**src/rtl/fram_spi_target_if.sv**
```systemverilog
// Byte-memory bus between the FRAM SPI target and its storage array.
// The target drives address, write data and strobes; the memory returns read data one clk after mem_re.
interface fram_spi_target_if #(
  parameter int ADDR_W = 16
) ();
  logic [ADDR_W-1:0] mem_addr;
  logic [7:0]        mem_wdata;
  logic              mem_we;
  logic              mem_re;
  logic [7:0]        mem_rdata;

  modport master (
    output mem_addr,
    output mem_wdata,
    output mem_we,
    output mem_re,
    input  mem_rdata
  );

  modport slave (
    input  mem_addr,
    input  mem_wdata,
    input  mem_we,
    input  mem_re,
    output mem_rdata
  );
endinterface

```
**src/rtl/fram_spi_target.sv**
```systemverilog
// SPI mode-0 target decoding FRAM-style WREN/WRDI/RDSR/READ/WRITE commands onto a byte memory.
// SPI pins are oversampled in the clk domain; all outputs are registered.
module fram_spi_target #(
  parameter int ADDR_W      = 16,
  parameter int SYNC_STAGES = 2
) (
  input  logic              clk,
  input  logic              rst_n,
  input  logic              spi_clk,
  input  logic              spi_cs_n,
  input  logic              spi_mosi,
  output logic              spi_miso,
  output logic              spi_miso_oe,
  output logic              wel,
  output logic              busy,
  fram_spi_target_if.master mem
);

  typedef enum logic [2:0] {
    ST_IDLE   = 3'd0,
    ST_CMD    = 3'd1,
    ST_ADDR   = 3'd2,
    ST_RD     = 3'd3,
    ST_WR     = 3'd4,
    ST_STATUS = 3'd5,
    ST_IGNORE = 3'd6
  } state_t;

  localparam logic [7:0] OP_WREN  = 8'h06;
  localparam logic [7:0] OP_WRDI  = 8'h04;
  localparam logic [7:0] OP_RDSR  = 8'h05;
  localparam logic [7:0] OP_READ  = 8'h03;
  localparam logic [7:0] OP_WRITE = 8'h02;

  logic [SYNC_STAGES-1:0] sclk_sync_q;
  logic [SYNC_STAGES-1:0] cs_sync_q;
  logic [SYNC_STAGES-1:0] mosi_sync_q;
  logic                   sclk_prev_q;
  logic                   cs_prev_q;

  state_t            state_q;
  logic [3:0]        bit_cnt_q;
  logic [14:0]       shift_q;
  logic [7:0]        tx_q;
  logic [ADDR_W-1:0] addr_q;
  logic [7:0]        wdata_q;
  logic              rd_cmd_q;
  logic              wr_cmd_q;
  logic              ld_pend_q;
  logic              mem_we_q;
  logic              mem_re_q;
  logic              miso_q;
  logic              miso_oe_q;
  logic              wel_q;
  logic              busy_q;

  logic        sclk_s;
  logic        cs_s;
  logic        mosi_s;
  logic        sclk_rise_s;
  logic        sclk_fall_s;
  logic        cs_rise_s;
  logic        cs_fall_s;
  logic [7:0]  rx_byte_s;
  logic [15:0] addr_full_s;

  // Synchronizer chains and edge-history flops. The cs_n chain resets low so a
  // select already held low at reset release never produces a falling edge.
  always_ff @(posedge clk or negedge rst_n) begin
    if (!rst_n) begin
      sclk_sync_q <= {SYNC_STAGES{1'b0}};
      cs_sync_q   <= {SYNC_STAGES{1'b0}};
      mosi_sync_q <= {SYNC_STAGES{1'b0}};
      sclk_prev_q <= 1'b0;
      cs_prev_q   <= 1'b0;
    end else begin
      sclk_sync_q <= {sclk_sync_q[SYNC_STAGES-2:0], spi_clk};
      cs_sync_q   <= {cs_sync_q[SYNC_STAGES-2:0], spi_cs_n};
      mosi_sync_q <= {mosi_sync_q[SYNC_STAGES-2:0], spi_mosi};
      sclk_prev_q <= sclk_s;
      cs_prev_q   <= cs_s;
    end
  end

  assign sclk_s      = sclk_sync_q[SYNC_STAGES-1];
  assign cs_s        = cs_sync_q[SYNC_STAGES-1];
  assign mosi_s      = mosi_sync_q[SYNC_STAGES-1];
  assign sclk_rise_s = sclk_s & ~sclk_prev_q;
  assign sclk_fall_s = ~sclk_s & sclk_prev_q;
  assign cs_rise_s   = cs_s & ~cs_prev_q;
  assign cs_fall_s   = ~cs_s & cs_prev_q;
  assign rx_byte_s   = {shift_q[6:0], mosi_s};
  assign addr_full_s = {shift_q, mosi_s};

  // Command/address/data sequencer with all memory and SPI outputs registered.
  always_ff @(posedge clk or negedge rst_n) begin
    if (!rst_n) begin
      state_q   <= ST_IDLE;
      bit_cnt_q <= 4'd0;
      shift_q   <= 15'd0;
      tx_q      <= 8'd0;
      addr_q    <= {ADDR_W{1'b0}};
      wdata_q   <= 8'd0;
      rd_cmd_q  <= 1'b0;
      wr_cmd_q  <= 1'b0;
      ld_pend_q <= 1'b0;
      mem_we_q  <= 1'b0;
      mem_re_q  <= 1'b0;
      miso_q    <= 1'b0;
      miso_oe_q <= 1'b0;
      wel_q     <= 1'b0;
      busy_q    <= 1'b0;
    end else begin
      mem_we_q  <= 1'b0;
      mem_re_q  <= 1'b0;
      ld_pend_q <= mem_re_q;
      // The write strobe uses the current address; advance once it has been issued.
      if (mem_we_q) begin
        addr_q <= addr_q + ADDR_W'(1);
      end

      if (cs_rise_s) begin
        state_q   <= ST_IDLE;
        bit_cnt_q <= 4'd0;
        miso_q    <= 1'b0;
        miso_oe_q <= 1'b0;
        busy_q    <= 1'b0;
        wr_cmd_q  <= 1'b0;
        if (wr_cmd_q) begin
          wel_q <= 1'b0;
        end
      end else if (cs_fall_s) begin
        state_q   <= ST_CMD;
        bit_cnt_q <= 4'd0;
        busy_q    <= 1'b1;
        wr_cmd_q  <= 1'b0;
        rd_cmd_q  <= 1'b0;
      end else begin
        case (state_q)
          ST_CMD: begin
            if (sclk_rise_s) begin
              shift_q   <= addr_full_s[14:0];
              bit_cnt_q <= bit_cnt_q + 4'd1;
              if (bit_cnt_q == 4'd7) begin
                bit_cnt_q <= 4'd0;
                case (rx_byte_s)
                  OP_WREN: begin
                    wel_q   <= 1'b1;
                    state_q <= ST_IGNORE;
                  end
                  OP_WRDI: begin
                    wel_q   <= 1'b0;
                    state_q <= ST_IGNORE;
                  end
                  OP_RDSR: begin
                    tx_q      <= {6'b000000, wel_q, 1'b0};
                    miso_oe_q <= 1'b1;
                    state_q   <= ST_STATUS;
                  end
                  OP_READ: begin
                    rd_cmd_q <= 1'b1;
                    state_q  <= ST_ADDR;
                  end
                  OP_WRITE: begin
                    wr_cmd_q <= 1'b1;
                    state_q  <= ST_ADDR;
                  end
                  default: state_q <= ST_IGNORE;
                endcase
              end
            end
          end
          ST_ADDR: begin
            if (sclk_rise_s) begin
              shift_q   <= addr_full_s[14:0];
              bit_cnt_q <= bit_cnt_q + 4'd1;
              if (bit_cnt_q == 4'd15) begin
                bit_cnt_q <= 4'd0;
                addr_q    <= addr_full_s[ADDR_W-1:0];
                if (rd_cmd_q) begin
                  mem_re_q  <= 1'b1;
                  miso_oe_q <= 1'b1;
                  state_q   <= ST_RD;
                end else begin
                  state_q <= ST_WR;
                end
              end
            end
          end
          ST_RD: begin
            // Read data lands two clks after the strobe, well before the next SPI falling edge.
            if (ld_pend_q) begin
              tx_q <= mem.mem_rdata;
            end else if (sclk_fall_s) begin
              miso_q <= tx_q[7];
              tx_q   <= {tx_q[6:0], 1'b0};
            end else begin
              tx_q <= tx_q;
            end
            if (sclk_rise_s) begin
              bit_cnt_q <= bit_cnt_q + 4'd1;
              if (bit_cnt_q == 4'd7) begin
                bit_cnt_q <= 4'd0;
                addr_q    <= addr_q + ADDR_W'(1);
                mem_re_q  <= 1'b1;
              end
            end
          end
          ST_WR: begin
            if (sclk_rise_s) begin
              shift_q   <= addr_full_s[14:0];
              bit_cnt_q <= bit_cnt_q + 4'd1;
              if (bit_cnt_q == 4'd7) begin
                bit_cnt_q <= 4'd0;
                if (wel_q) begin
                  wdata_q  <= rx_byte_s;
                  mem_we_q <= 1'b1;
                end
              end
            end
          end
          ST_STATUS: begin
            if (sclk_fall_s) begin
              miso_q <= tx_q[7];
              tx_q   <= {tx_q[6:0], 1'b0};
            end
            if (sclk_rise_s) begin
              bit_cnt_q <= bit_cnt_q + 4'd1;
              if (bit_cnt_q == 4'd7) begin
                bit_cnt_q <= 4'd0;
                tx_q      <= {6'b000000, wel_q, 1'b0};
              end
            end
          end
          ST_IGNORE: state_q <= ST_IGNORE;
          ST_IDLE:   state_q <= ST_IDLE;
          default:   state_q <= ST_IDLE;
        endcase
      end
    end
  end

  assign spi_miso       = miso_q;
  assign spi_miso_oe    = miso_oe_q;
  assign wel            = wel_q;
  assign busy           = busy_q;
  assign mem.mem_addr   = addr_q;
  assign mem.mem_wdata  = wdata_q;
  assign mem.mem_we     = mem_we_q;
  assign mem.mem_re     = mem_re_q;

endmodule

```
**src/flat_wrapper.sv**
```systemverilog
// flat-port wrapper written by rule: the top's interface ports become plain ports
module fram_spi_target_flat 
#(
  parameter int ADDR_W      = 16,
  parameter int SYNC_STAGES = 2
)
  (clk, rst_n, spi_clk, spi_cs_n, spi_mosi, spi_miso, spi_miso_oe, wel, busy, mem_mem_addr, mem_mem_wdata, mem_mem_we, mem_mem_re, mem_mem_rdata);
  fram_spi_target_if #(.ADDR_W(ADDR_W)) mem_i ();
  input  logic clk;
  input  logic rst_n;
  input  logic spi_clk;
  input  logic spi_cs_n;
  input  logic spi_mosi;
  output logic spi_miso;
  output logic spi_miso_oe;
  output logic wel;
  output logic busy;
  output wire logic [$bits(mem_i.mem_addr)-1:0] mem_mem_addr;
  output wire logic [$bits(mem_i.mem_wdata)-1:0] mem_mem_wdata;
  output wire logic [$bits(mem_i.mem_we)-1:0] mem_mem_we;
  output wire logic [$bits(mem_i.mem_re)-1:0] mem_mem_re;
  input wire logic [$bits(mem_i.mem_rdata)-1:0] mem_mem_rdata;
  assign mem_mem_addr = mem_i.mem_addr;
  assign mem_mem_wdata = mem_i.mem_wdata;
  assign mem_mem_we = mem_i.mem_we;
  assign mem_mem_re = mem_i.mem_re;
  assign mem_i.mem_rdata = mem_mem_rdata;
  fram_spi_target #(.ADDR_W(ADDR_W), .SYNC_STAGES(SYNC_STAGES)) u_core (.clk(clk), .rst_n(rst_n), .spi_clk(spi_clk), .spi_cs_n(spi_cs_n), .spi_mosi(spi_mosi), .spi_miso(spi_miso), .spi_miso_oe(spi_miso_oe), .wel(wel), .busy(busy), .mem(mem_i));
endmodule
```
**config.mk**
```make
export PLATFORM = sky130hd
export DESIGN_NAME = fram_spi_target_flat
export DESIGN_NICKNAME = d
export VERILOG_FILES = /design/src/rtl/fram_spi_target_if.sv /design/src/rtl/fram_spi_target.sv /design/src/flat_wrapper.sv
export SDC_FILE = /design/constraint.sdc
export NUM_CORES = 1
export LEC_CHECK = 0
export CORE_ASPECT_RATIO = 2
export CORE_MARGIN = 3
export CORE_UTILIZATION = 50
export CTS_CLUSTER_DIAMETER = 30
export DETAILED_ROUTE_END_ITERATION = 12
export HOLD_SLACK_MARGIN = 0.1
export PLACE_DENSITY = 0.81
export SKIP_LAST_GASP = 1
export SLEW_MARGIN = 20
export SYNTH_ARGS = -nofsm -noshare
export SYNTH_HDL_FRONTEND = slang
export SYNTH_SLANG_ARGS = --single-unit
```
**constraint.sdc**
```tcl
create_clock -name clk -period 2.4 [get_ports clk]
set_input_delay 0.48 -clock clk [delete_from_list [all_inputs] [get_ports clk]]
set_output_delay 0.48 -clock clk [all_outputs]
set_load 0.01 [all_outputs]
```
; ---- Word level (Yosys, flattened, before mapping)
; Index checks and enable logic that the tools add are counted.
[classes]
add_sub_neg = 2
n_eq_ne = 31
n_mux = 80
bitwise = 10
n_reduce_logical = 31
[ops]
columns = op, count
row1 = 16-bit 2-to-1 mux, 7
row2 = 8-bit 2-to-1 mux, 7
row3 = 1-bit 2-to-1 mux, 44
row4 = 16-bit one-hot mux with 2 select lines, 1
row5 = 8-bit by 3-bit equality test with 1-bit output (second input constant), 3
row6 = 4-bit 2-to-1 mux, 6
row7 = 8-bit one-hot mux with 3 select lines, 1
row8 = 3-bit nonzero test, 8
row9 = 3-bit 2-to-1 mux, 7
row10 = 3-bit by 1-bit inequality test with 1-bit output (second input constant), 7
row11 = 4-bit by 1-bit inequality test with 1-bit output (second input constant), 5
row12 = 6-bit AND reduction, 3
row13 = 16-bit by 1-bit adder with 16-bit output (second input constant), 1
row14 = 8-bit by 2-bit equality test with 1-bit output (second input constant), 2
row15 = 2-bit nonzero test, 8
row16 = 3-bit one-hot mux with 4 select lines, 1
row17 = 2-bit by 1-bit inequality test with 1-bit output (second input constant), 5
row18 = 5-bit AND reduction, 2
row19 = 3-bit equality test (second input constant), 3
row20 = 1-bit one-hot mux with 2 select lines, 4
row21 = 4-bit one-hot mux with 2 select lines, 1
row22 = 4-bit AND reduction, 2
row23 = 8-bit AND reduction, 1
row24 = 3-bit by 2-bit equality test with 1-bit output (second input constant), 2
row25 = 13 further kinds, 23
[totals]
register_bits = 71
in_bits = 13
output_inout_bits = 30

; ---- Longest topological paths before layout
; Gate-level depths: netlist of the first run.
[logic_depth]
word_depth = 8
ltp_mapped = 10
ltp_nobuf = 7

; ---- Worst setup path before layout of the first run
; Ideal clock, no wire load.
[synth_path]
path_type = reg-to-reg
from = reg u_core.cs_prev_q
to = reg u_core.addr_q[13], in the netlist u_core.mem.mem_addr[13]
setup_time_ns = 0.122
t_arrival_ns = 1.774
setup_slack_ns = 0.504
path_stages_with_launch = 9
cell_sequence = dfrtp_1 -> ha_1 -> buf_6 -> or2_1 -> buf_2 -> nor2_2 -> a21o_2 -> nand4_1 -> a32o_1
[synth_between]
elab_chain_len = 3
elab_cells_between_ends = 5
cone_classes = 2 x mux / 3 x bitwise
[synth_rtl]
columns = item, line_no
row1 = from (decl), fram_spi_target.sv:39  ; logic cs_prev_q;
row2 = from (signal assigned), fram_spi_target.sv:81  ; cs_prev_q <= cs_s;
row3 = 1-bit AND / 1-bit NOT (equally long branches), "fram_spi_target.sv:91, fram_spi_target.sv:90"
row4 = 16-bit 2-to-1 mux / 1-bit AND (equally long branches), "fram_spi_target.sv:132, fram_spi_target.sv:90"
row5 = 16-bit 2-to-1 mux *, fram_spi_target.sv:122  ; if (cs_rise_s) begin
row6 = to (signal assigned), fram_spi_target.sv:102  ; addr_q <= {ADDR_W{1'b0}};
row7 = to (signal assigned), fram_spi_target.sv:119  ; addr_q <= addr_q + ADDR_W'(1);
row8 = to (signal assigned), fram_spi_target.sv:179  ; addr_q <= addr_full_s[ADDR_W-1:0];
row9 = to (decl), fram_spi_target.sv:45  ; logic [ADDR_W-1:0] addr_q;
; Mark *: on every way between the ends. The rest lies on a longest branch, timed or not.
; A chain may end at the register's enable or synchronous reset.

; ---- Final worst setup path of the first run
[layout_path]
from = reg u_core.state_q[0]
to = reg u_core.addr_q[14], in the netlist u_core.mem.mem_addr[14]
[layout_between]
elab_chain_len = 4
elab_cells_between_ends = 5
cone_classes = 2 x eq/ne / 3 x mux
[layout_rtl]
columns = item, line_no
row1 = from (decl), fram_spi_target.sv:41  ; state_t state_q;
row2 = from (signal assigned), fram_spi_target.sv:98  ; state_q <= ST_IDLE;
row3 = from (signal assigned), fram_spi_target.sv:123  ; state_q <= ST_IDLE;
row4 = from (signal assigned), fram_spi_target.sv:133  ; state_q <= ST_CMD;
row5 = 3-bit by 2-bit equality test with 1-bit output, fram_spi_target.sv:139  ; case (state_q)
row6 = 16-bit one-hot mux with 2 select lines *, fram_spi_target.sv:139
row7 = 16-bit 2-to-1 mux *, fram_spi_target.sv:132  ; end else if (cs_fall_s) begin
row8 = 16-bit 2-to-1 mux *, fram_spi_target.sv:122
; Marked as above.

==> results of run 1 <==
-- state kept, by name, summed over array words and instances (netlist names), 2 cells and up --
register,flops
u_core.cs_sync_q,2
u_core.state_q,3
u_core.mosi_sync_q,2
u_core.mem.mem_addr,16
u_core.tx_q,8
u_core.shift_q,15
u_core.bit_cnt_q,4
u_core.mem.mem_wdata,8
u_core.sclk_sync_q,2
-- stage by stage --
| step | instances | worst slack [ps] | hold slack, ps |
|---|---|---|---|
| after floorplan | 387 | 504.2 | 184.4 |
| final | 532 | 172.6 | 109.2 |
| after global routing | 532 | 97.90 | 127.7 |
| after global placement | 516 | 319.2 | 334.3 |
| after detailed placement | 516 | 265.0 | 335.6 |
| after CTS | 532 | 246.1 | 113.9 |
-- routing by layer --
layer / wire (um) / share of wire (%)
met1: 3657 / 35
met2: 5561 / 54
met3: 539 / 5.2
met4: 624 / 6.0
met5: 0 / 0
-- placed cells by master (no fill, tap or decap), types with 6 or more instances in the layout --
cell and count:
a21o_1 9, a21oi_1 15, a22o_1 10, a32o_1 6
and3_1 6, buf_4 13, clkbuf_16 9, clkdlybuf4s50_1 41
dfrtp_1 71, inv_1 11, mux2_2 24, nand2_1 20
nand3_1 20, nand4_1 7, nor2_1 19, nor2b_1 7
nor3_1 9, o21ai_0 17, xnor2_1 11, xor2_1 7
-- final cells by class --
cell class              instances  share of cell area [%]
inverters                      11                  0.8472
clock inverters                 6                   1.900
multi-input cells             284                   42.54
clock buffers                  10                   4.904
well taps                      94                   2.413
flip-flops and latches         71                   36.46
repair buffers                 56                   10.94
-- synthesized netlist by cell type, drive strengths merged, types with 3 or more instances --
| master | count |
|---|---|
| a211o | 3 |
| a21o | 10 |
| a21oi | 15 |
| a22o | 10 |
| a22oi | 5 |
| a2bb2oi | 3 |
| a31oi | 4 |
| a32o | 6 |
| and3 | 6 |
| and4 | 4 |
| buf | 17 |
| clkbuf | 4 |
| dfrtp | 71 |
| ha | 4 |
| inv | 11 |
| mux2 | 24 |
| mux2i | 4 |
| nand2 | 20 |
| nand2b | 3 |
| nand3 | 20 |
| nand3b | 3 |
| nand4 | 8 |
| nor2 | 24 |
| nor2b | 7 |
| nor3 | 11 |
| nor3b | 4 |
| o2111ai | 4 |
| o211ai | 3 |
| o21a | 3 |
| o21ai | 19 |
| xnor2 | 11 |
| xor2 | 7 |
-- worst max-delay path, cell delays in order (launching register included) --
cell and delay (ps):
dfrtp_1 850, nand3b_1 260, nor2_2 240, a21o_1 350
a31oi_1 140, o32ai_1 290
-- worst paths after layout --
path,startpoint,end,cells past startpoint
worst min-delay path,rst_n,u_core.tx_q[2],1
min in group clk,u_core.mosi_sync_q[0],u_core.mosi_sync_q[1],0
worst min register to register,u_core.mosi_sync_q[0],u_core.mosi_sync_q[1],0
worst max register to register,u_core.state_q[0],u_core.mem.mem_addr[14],5
max in group asynchronous,rst_n,u_core.mosi_sync_q[1],2
worst max-delay path,u_core.state_q[0],u_core.mem.mem_addr[14],5
-- report_power, final --
group | switching (mW) | internal (mW)
logic | 0.434 | 0.368
registers | 0.231 | 1.30
clock network | 0.509 | 0.942
-- kinds of logic (layout without fill, tap and decap cells) --
family / after synthesis / in the layout / synth area share (%)
adders and majority gates: 4 / 4 / 1.242
DFF: 71 / 71 / 44.09
AOI/OAI and AO/OA: 106 / 106 / 19.53
and+or+nand+nor: 128 / 128 / 19.06
buffers and inverters: 32 / 83 / 4.470
muxes: 28 / 28 / 7.700
xor gates and xnor gates: 18 / 18 / 3.912
==> run_results.csv, run 1 <==
group,metric,value,unit
cts,cts_root_buffer,"clkbuf_16",
global_route,grt_antenna_before_repair,0,
timing,max-slew-margin-rel,47.28,%
global_route,grt_use_met3,4.030,%
cells_and_area,fillers,613,
cells_and_area,final_area,0.004873,mm^2
cells_and_area,drive_above_1_share,17.58,%
setup_path,required,2640,ps
routing,routedWlPerCell,19.52,um
routing,drt-pass1-iter-count,5,
synthesis,yosysWarnings,0,
synthesis,syn_avg_cell_area,10.41,um^2
die,start_util,52.25,%
cells_and_area,multi_input_area,0.002073,mm^2
setup_path,cp_data_arrival_time,2460,ps
cells_and_area,utilization,63.18,%
timing,finalSetupTns,0,ps
status,status,"completed",
setup_path,cp_max_fo,24,
global_route,grtUsageMet2,40.37,%
synthesis,yosysSeqAreaShare,44.09,%
timing,min_period,2227,ps
placed_design,dp_hpwl,7.510,mm
cells_and_area,ff_latch_area,0.001777,mm^2
synthesis,syn_area,0.004030,mm^2
synthesis,synth_area_leader_cell,"dfrtp_1",
synthesis,synth_cells,387,
synthesis,synthArstFlopShare,100.0,%
placed_design,dpl-instance-area,0.004542,mm^2
die,core,0.007714,mm^2
global_route,grt.overflow.total,0,
routing,viasPerCell,6.549,
timing,rsz0062_at_grt,"no",
die,dieArea,0.009239,mm^2
cells_and_area,nets,450,
power_and_ir_drop,ir_drop,0.0005007,V
setup_path,critPathLaunchType,"register",
synthesis,ys_ff_latch,71,
placed_design,portBuffers,42,
hold_path,hold_path_class,"in2async",
timing,finalSetupViolations,0,
synthesis,synth.distinct_cells,75,
cts,cts.clk_slew.worst_paths,60,ps
routing,ant_nets,0,
timing,slew_viol_final,0,
global_route,grt_usage,23.15,%
timing,fmax,449.0,MHz
routing,drc,0,
cts,cts.htree.levels,3,
cts,cts_resized,0,
timing,worst_pin_slew,790.8,ps
synthesis,synth_top_area_share,44.09,%
global_route,grt_max_degree,28,
placed_design,place.gp.congestion,0.9171,
synthesis,syn_nets,404,
synthesis,synth-edff-count,0,
die,die_x,69.49,um
cts,hold_buffers,0,
global_route,grt_use_met1,24.40,%
die,ioPinCount,43,
cells_and_area,diodes,0,
job,cap_viol_max_count,0,
cts,cts_sinks,71,
timing,hold_viol,0,
setup_path,critPathCaptureType,"register",
synthesis,synth_ff_type,"dfrtp_1",
synthesis,ys_top_cells_by_area,"dfrtp_1 (44%), mux2_2 (6.7%), nand3_1 (2.5%), xnor2_1 (2.4%), a22o_1 (2.2%)",
power_and_ir_drop,power,3.782,mW
routing,wl,10.38,mm
timing,skew,7.232,ps
die,chipHeight,133.0,um
power_and_ir_drop,cellLeakagePower,2.173,nW
power_and_ir_drop,cellPowerDensity,776.0,mW/mm^2
routing,drt_iter0_drc,413,
cells_and_area,syn2layout_area_growth,20.93,%
cts,cts_setup_buffers,0,
timing,period_share,92.81,%
cts,cts_tree,"done",
cts,numCtsBuffers,9,
cts,clock_path_buffers,2,
global_route,grt_pass1_wl,16.88,mm
die,rows,45,
global_route,grt_pass1_vias,3463,
global_route,top_usage_layer,"met2",
setup_path,crit_type,"reg2reg",
cts,worstSkewPairLatency,340,ps
setup_path,r2r_slack,170,ps
routing,vias,3484,
(Power assumes the default switching activity.)
==> run 2, diff against run 1 <==
--- a/config.mk
+++ b/config.mk
@@ -6,14 +6,12 @@
 export NUM_CORES = 1
 export LEC_CHECK = 0
 export CORE_ASPECT_RATIO = 2
-export CORE_MARGIN = 3
 export CORE_UTILIZATION = 50
 export CTS_CLUSTER_DIAMETER = 30
 export DETAILED_ROUTE_END_ITERATION = 12
 export HOLD_SLACK_MARGIN = 0.1
 export PLACE_DENSITY = 0.81
 export SKIP_LAST_GASP = 1
-export SLEW_MARGIN = 20
 export SYNTH_ARGS = -nofsm -noshare
 export SYNTH_HDL_FRONTEND = slang
 export SYNTH_SLANG_ARGS = --single-unit
==> run 2 against run 1 <==
Total power down 1.1%. Combinational power down 0.5%. Routed wire length up 4.6%. Flip-flop and latch count unchanged. Highest routed layer unchanged. Design area down 0.72%. Die area down 8.6%.
==> run_results.csv, run 2 (synthesis gave the netlist of run 1 again) <==
group,metric,value,unit
die,core,0.007885,mm^2
placed_design,dpl.cell_count,517,
power_and_ir_drop,cellLeakagePower,2.159,nW
routing,viasPerCell,6.415,
cells_and_area,fillers,649,
setup_path,critPathLaunchType,"register",
job,cap_viol_max_count,0,
global_route,top_usage_layer,"met2",
cts,cts.clk_slew.worst_paths,60,ps
cells_and_area,drive_above_1_share,17.16,%
timing,holdWs,134.9,ps
setup_path,slowest_delay,480,ps
global_route,grt.overflow.total,0,
cts,cts_tree,"done",
hold_path,hold_path_class,"in2async",
timing,finalSetupViolations,0,
timing,worst_pin_slew,688.2,ps
timing,fmax,439.3,MHz
global_route,grt_antenna_before_repair,0,
die,start_util,51.11,%
placed_design,place.gp.congestion,0.8930,
placed_design,dpl-instance-area,0.004524,mm^2
timing,skew,6.952,ps
timing,max-slew-margin-rel,54.12,%
placed_design,post-place-ws,161.0,ps
cells_and_area,mostFrequentLayoutCells,"dfrtp_1 (71), clkdlybuf4s50_1 (41), mux2_2 (24)",
power_and_ir_drop,cellPowerDensity,772.9,mW/mm^2
setup_path,required,2680,ps
global_route,grt_use_met3,4.876,%
die,die_x,65.49,um
setup_path,crit_type,"reg2reg",
die,ioPinCount,43,
routing,ant_nets,0,
cells_and_area,syn2layout_area_growth,20.06,%
power_and_ir_drop,ir_drop,0.0006002,V
cells_and_area,final_area,0.004838,mm^2
global_route,grt_use_met1,29.84,%
timing,min_period,2277,ps
cts,cts.htree.levels,3,
global_route,grt_pass1_wl,17.62,mm
die,rows,46,
placed_design,dp_hpwl,7.781,mm
die,chipHeight,129.0,um
timing,rsz0062_at_grt,"no",
timing,period_share,94.85,%
cts,numCtsBuffers,9,
setup_path,cp_max_fo,11,
routing,wl,10.86,mm
placed_design,portBuffers,42,
die,dieArea,0.008445,mm^2
cts,worstSkewPairLatency,340,ps
routing,drt-pass1-iter-count,5,
global_route,grt_usage,28.23,%
cts,cts_sinks,71,
power_and_ir_drop,power,3.739,mW
cells_and_area,largest_register_ffs,16,
routing,drc,0,
routing,routedWlPerCell,20.38,um
global_route,grt_max_degree,47,
cells_and_area,nets,449,
cts,cts_resized,0,
cells_and_area,final_common_cell,"dfrtp_1",
timing,hold_viol,0,
cts,cts_setup_buffers,0,
cts,hold_buffers,0,
cells_and_area,diodes,0,
global_route,grtUsageMet2,49.73,%
timing,slew_viol_final,0,
status,status,"completed",
routing,vias,3419,
setup_path,cp_slowest_cell,"o211ai_1",
timing,finalSetupTns,0,ps
timing,timing.final.ws_setup,123.5,ps
cells_and_area,utilization,61.36,%
cts,cts_root_buffer,"clkbuf_16",
routing,drt_iter0_drc,345,
cts,clock_path_buffers,2,
cells_and_area,instances_no_fill,533,
setup_path,cp_cell_sequence,"inv_1 > ha_1 > nor2_2 > nand2_1 > o211ai_1 > a32o_1",
setup_path,critPathCaptureType,"register",
global_route,grt_pass1_vias,3442,
setup_path,cp_data_arrival_time,2550,ps
## run 2: cell count changes in the layout (fill, tap and decap cells not counted), sizes merged
cell    change
buf         -1
clkinv      +1
inv         -1
## run 2: critical path: cells and delay by family (launching register included)
family                     cells  cell delay (ps)
adders and majority gates      1              320
buffers and inverters          1               50
DFF                            1              360
and+or+nand+nor                2              760
AOI/OAI and AO/OA              2              720
## run 2: worst paths after layout
| check | start | endpoint | slack (ps) | depth (start not counted) |
|---|---|---|---|---|
| setup / recovery | u_core.cs_prev_q | u_core.mem.mem_addr[15] | 120 | 6 |
| min in group clk | u_core.mosi_sync_q[0] | u_core.mosi_sync_q[1] | 350 | 0 |
| hold / removal | rst_n | u_core.mem.mem_re | 130 | 2 |
| max in group asynchronous | rst_n | u_core.mem.mem_addr[4] | 1760 | 2 |
| setup reg to reg | u_core.cs_prev_q | u_core.mem.mem_addr[15] | 120 | 6 |
| hold reg to reg | u_core.mosi_sync_q[0] | u_core.mosi_sync_q[1] | 350 | 0 |
## run 2: layout make-up
| type | instances | area (um^2) | share of cell area, % |
|---|---|---|---|
| Tap cell | 96 | 120.1 | 2.483 |
| Timing Repair Buffer | 55 | 513.0 | 10.60 |
| Clock buffer | 10 | 229.0 | 4.732 |
| Sequential cell | 71 | 1777 | 36.72 |
| Clock inverter | 6 | 85.08 | 1.758 |
| Inverter | 11 | 41.29 | 0.8534 |
| Multi-Input combinational cell | 284 | 2073 | 42.85 |
## run 2: layer usage
| metal | up-vias | wire length [um] |
|---|---|---|
| met4 | 0 | 524 |
| met1 | 1720 | 3815 |
| met3 | 39 | 376 |
| met5 | - | 0 |
| li1 | 1543 | - |
| met2 | 117 | 6143 |
## run 2: where the power goes
part	switching [mW]	internal, mW	total [mW]
sequential	0.224	1.30	1.52
clock	0.514	0.906	1.42
combinational	0.433	0.365	0.798
total	1.17	2.57	3.74
==> run 3, diff against run 2 <==
--- a/config.mk
+++ b/config.mk
@@ -6,11 +6,11 @@
 export NUM_CORES = 1
 export LEC_CHECK = 0
 export CORE_ASPECT_RATIO = 2
-export CORE_UTILIZATION = 50
+export CORE_UTILIZATION = 30
 export CTS_CLUSTER_DIAMETER = 30
 export DETAILED_ROUTE_END_ITERATION = 12
 export HOLD_SLACK_MARGIN = 0.1
-export PLACE_DENSITY = 0.81
+export PLACE_DENSITY = 0.57
 export SKIP_LAST_GASP = 1
 export SYNTH_ARGS = -nofsm -noshare
 export SYNTH_HDL_FRONTEND = slang
==> run 3 against run 2 <==
Flip-flop and latch count stayed put. Routed wire length is 2.9% higher. Critical path type unchanged. Largest power group unchanged. The run now ends with design-rule violations left. Clock skew is 1.9 ps higher.
==> run_results.csv, run 3 (synthesis gave the netlist of run 1 again) <==
group,metric,value,unit
power_and_ir_drop,power,3.650,mW
setup_path,cp_cell_sequence,"inv_1 > ha_1 > or2_1 > nor2_2 > a21o_2 > nand4_1 > a32o_1",
setup_path,r2r_slack,260,ps
timing,min_period,2143,ps
cts,cts.clk_slew.worst_paths,60,ps
cts,hold_buffers,0,
die,rows,59,
cells_and_area,drive_above_1_share,17.77,%
setup_path,r2r_cells,7,
timing,fmax,466.6,MHz
placed_design,place.gp.congestion,0.8544,
status,status,"finished with violations",
global_route,grt_pass1_vias,3548,
routing,wl,11.18,mm
cells_and_area,fillers,1306,
setup_path,critPathLaunchType,"register",
routing,routedWlPerCell,18.91,um
cts,cts_setup_buffers,0,
timing,slew_viol_final,0,
routing,drt-pass1-iter-count,9,
cts,cts.htree.levels,3,
timing,hold_viol,0,
setup_path,crit_start,"u_core.cs_sync_q[1]",
cells_and_area,mostFrequentLayoutCells,"dfrtp_1 (71), clkdlybuf4s50_1 (41), mux2_2 (24)",
hold_path,hold_path_class,"in2async",
die,die_x,83.96,um
die,dieArea,0.01393,mm^2
timing,period_share,89.30,%
global_route,grt_usage,16.80,%
timing,finalSetupTns,0,ps
setup_path,cp_max_fo,9,
timing,skew,8.892,ps
cts,clock_path_buffers,2,
global_route,grt_antenna_before_repair,0,
cts,cts_tree,"done",
routing,viasPerCell,5.651,
timing,rsz0062_at_grt,"no",
routing,ant_nets,0,
routing,vias,3340,
setup_path,crit_type,"reg2reg",
setup_path,critPathCaptureType,"register",
global_route,grt.overflow.total,0,
global_route,grt_max_degree,72,
cts,cts_sinks,71,
cts,cts_resized,0,
cells_and_area,diodes,0,
timing,finalSetupViolations,0,
cts,cts_root_buffer,"clkbuf_16",
cts,worstSkewPairLatency,340,ps
cells_and_area,utilization,37.60,%
power_and_ir_drop,ir_drop,0.0003403,V
setup_path,rr_startpoint,"u_core.cs_sync_q[1]",
power_and_ir_drop,cellLeakagePower,2.162,nW
setup_path,required,2620,ps
setup_path,slowest_delay,370,ps
setup_path,cp_slowest_cell,"dfrtp_1",
job,cap_viol_max_count,0,
setup_path,cp_data_arrival_time,2370,ps
cells_and_area,largest_register_ffs,16,
cells_and_area,nets,451,
die,ioPinCount,43,
timing,worst_pin_slew,670.1,ps
routing,drt_iter0_drc,186,
placed_design,dp_hpwl,8.268,mm
cts,numCtsBuffers,9,
die,start_util,30.84,%
timing,max-slew-margin-rel,55.33,%
cells_and_area,syn2layout_area_growth,21.92,%
die,chipHeight,165.9,um
setup_path,r2r_end,"u_core.mem.mem_addr[13]",
status,violations,"design-rule violations",
cells_and_area,final_common_cell,"dfrtp_1",
placed_design,portBuffers,42,
setup_path,cp-endpoint,"u_core.mem.mem_addr[13]",
routing,drc,6,
global_route,grt_pass1_wl,18.48,mm
die,core,0.01307,mm^2
power_and_ir_drop,cellPowerDensity,742.9,mW/mm^2
## run 3: cell count changes in the layout (fill, tap and decap cells not counted), sizes merged
cell    previous run  this run
buf               14        16
clkinv             2         1
inv               11        14
bufinv             2         0
## run 3: worst min path at each step
stage / depth (start not counted) / endpoint / slack, ps
after floorplan: 0 / u_core.bit_cnt_q[0] / 180
after global placement: 0 / u_core.mosi_sync_q[1] / 330
after detailed placement: 0 / u_core.sclk_sync_q[1] / 340
after CTS: 2 / u_core.mem.mem_wdata[3] / 180
after global routing: 2 / u_core.mosi_sync_q[1] / 180
final: 2 / u_core.mosi_sync_q[0] / 160
## run 3: worst max-delay path: cells and delay by family (launching register included)
family / cells / cell delay [ps]
AO/OA/AOI/OAI: 2 / 490
adder cells (fa/ha/maj): 1 / 270
buffers and inverters: 1 / 50
flip-flops: 1 / 370
AND/OR/NAND/NOR: 3 / 850
## run 3: layer usage
| metal | up-vias | GRT usage [%] | wire length (um) |
|---|---|---|---|
| li1 | 1557 | - | - |
| met1 | 1674 | 17.44 | 4206 |
| met2 | 79 | 31.72 | 6262 |
| met3 | 30 | 2.684 | 303 |
| met5 | - | 0 | 0 |
| met4 | 0 | 8.696 | 406 |
## run 3: area by class of cell
type | instances | area [um^2] | area share, %
clock buffer | 10 | 239.0 | 4.864
inverter | 11 | 41.29 | 0.8403
multi-input combinational | 284 | 2073 | 42.20
sequential | 71 | 1777 | 36.16
tap | 152 | 190.2 | 3.871
clock inverter | 6 | 52.55 | 1.070
timing repair buffer | 57 | 540.5 | 11.00
## run 3: power breakdown
group | internal [mW] | total, mW | switching [mW]
Sequential | 1.30 | 1.50 | 0.204
Combinational | 0.383 | 0.835 | 0.452
Clock | 0.744 | 1.31 | 0.569
## run 3: metrics by stage
step	worst slack, ps	hold WS [ps]	instance area (um^2)	std cells
after floorplan	504.2	184.4	4030	387
after global placement	269.0	332.5	4622	575
after detailed placement	264.8	337.3	4622	575
after CTS	246.7	179.8	4913	591
after global routing	98.40	182.7	4913	591
final	256.8	157.7	4913	591
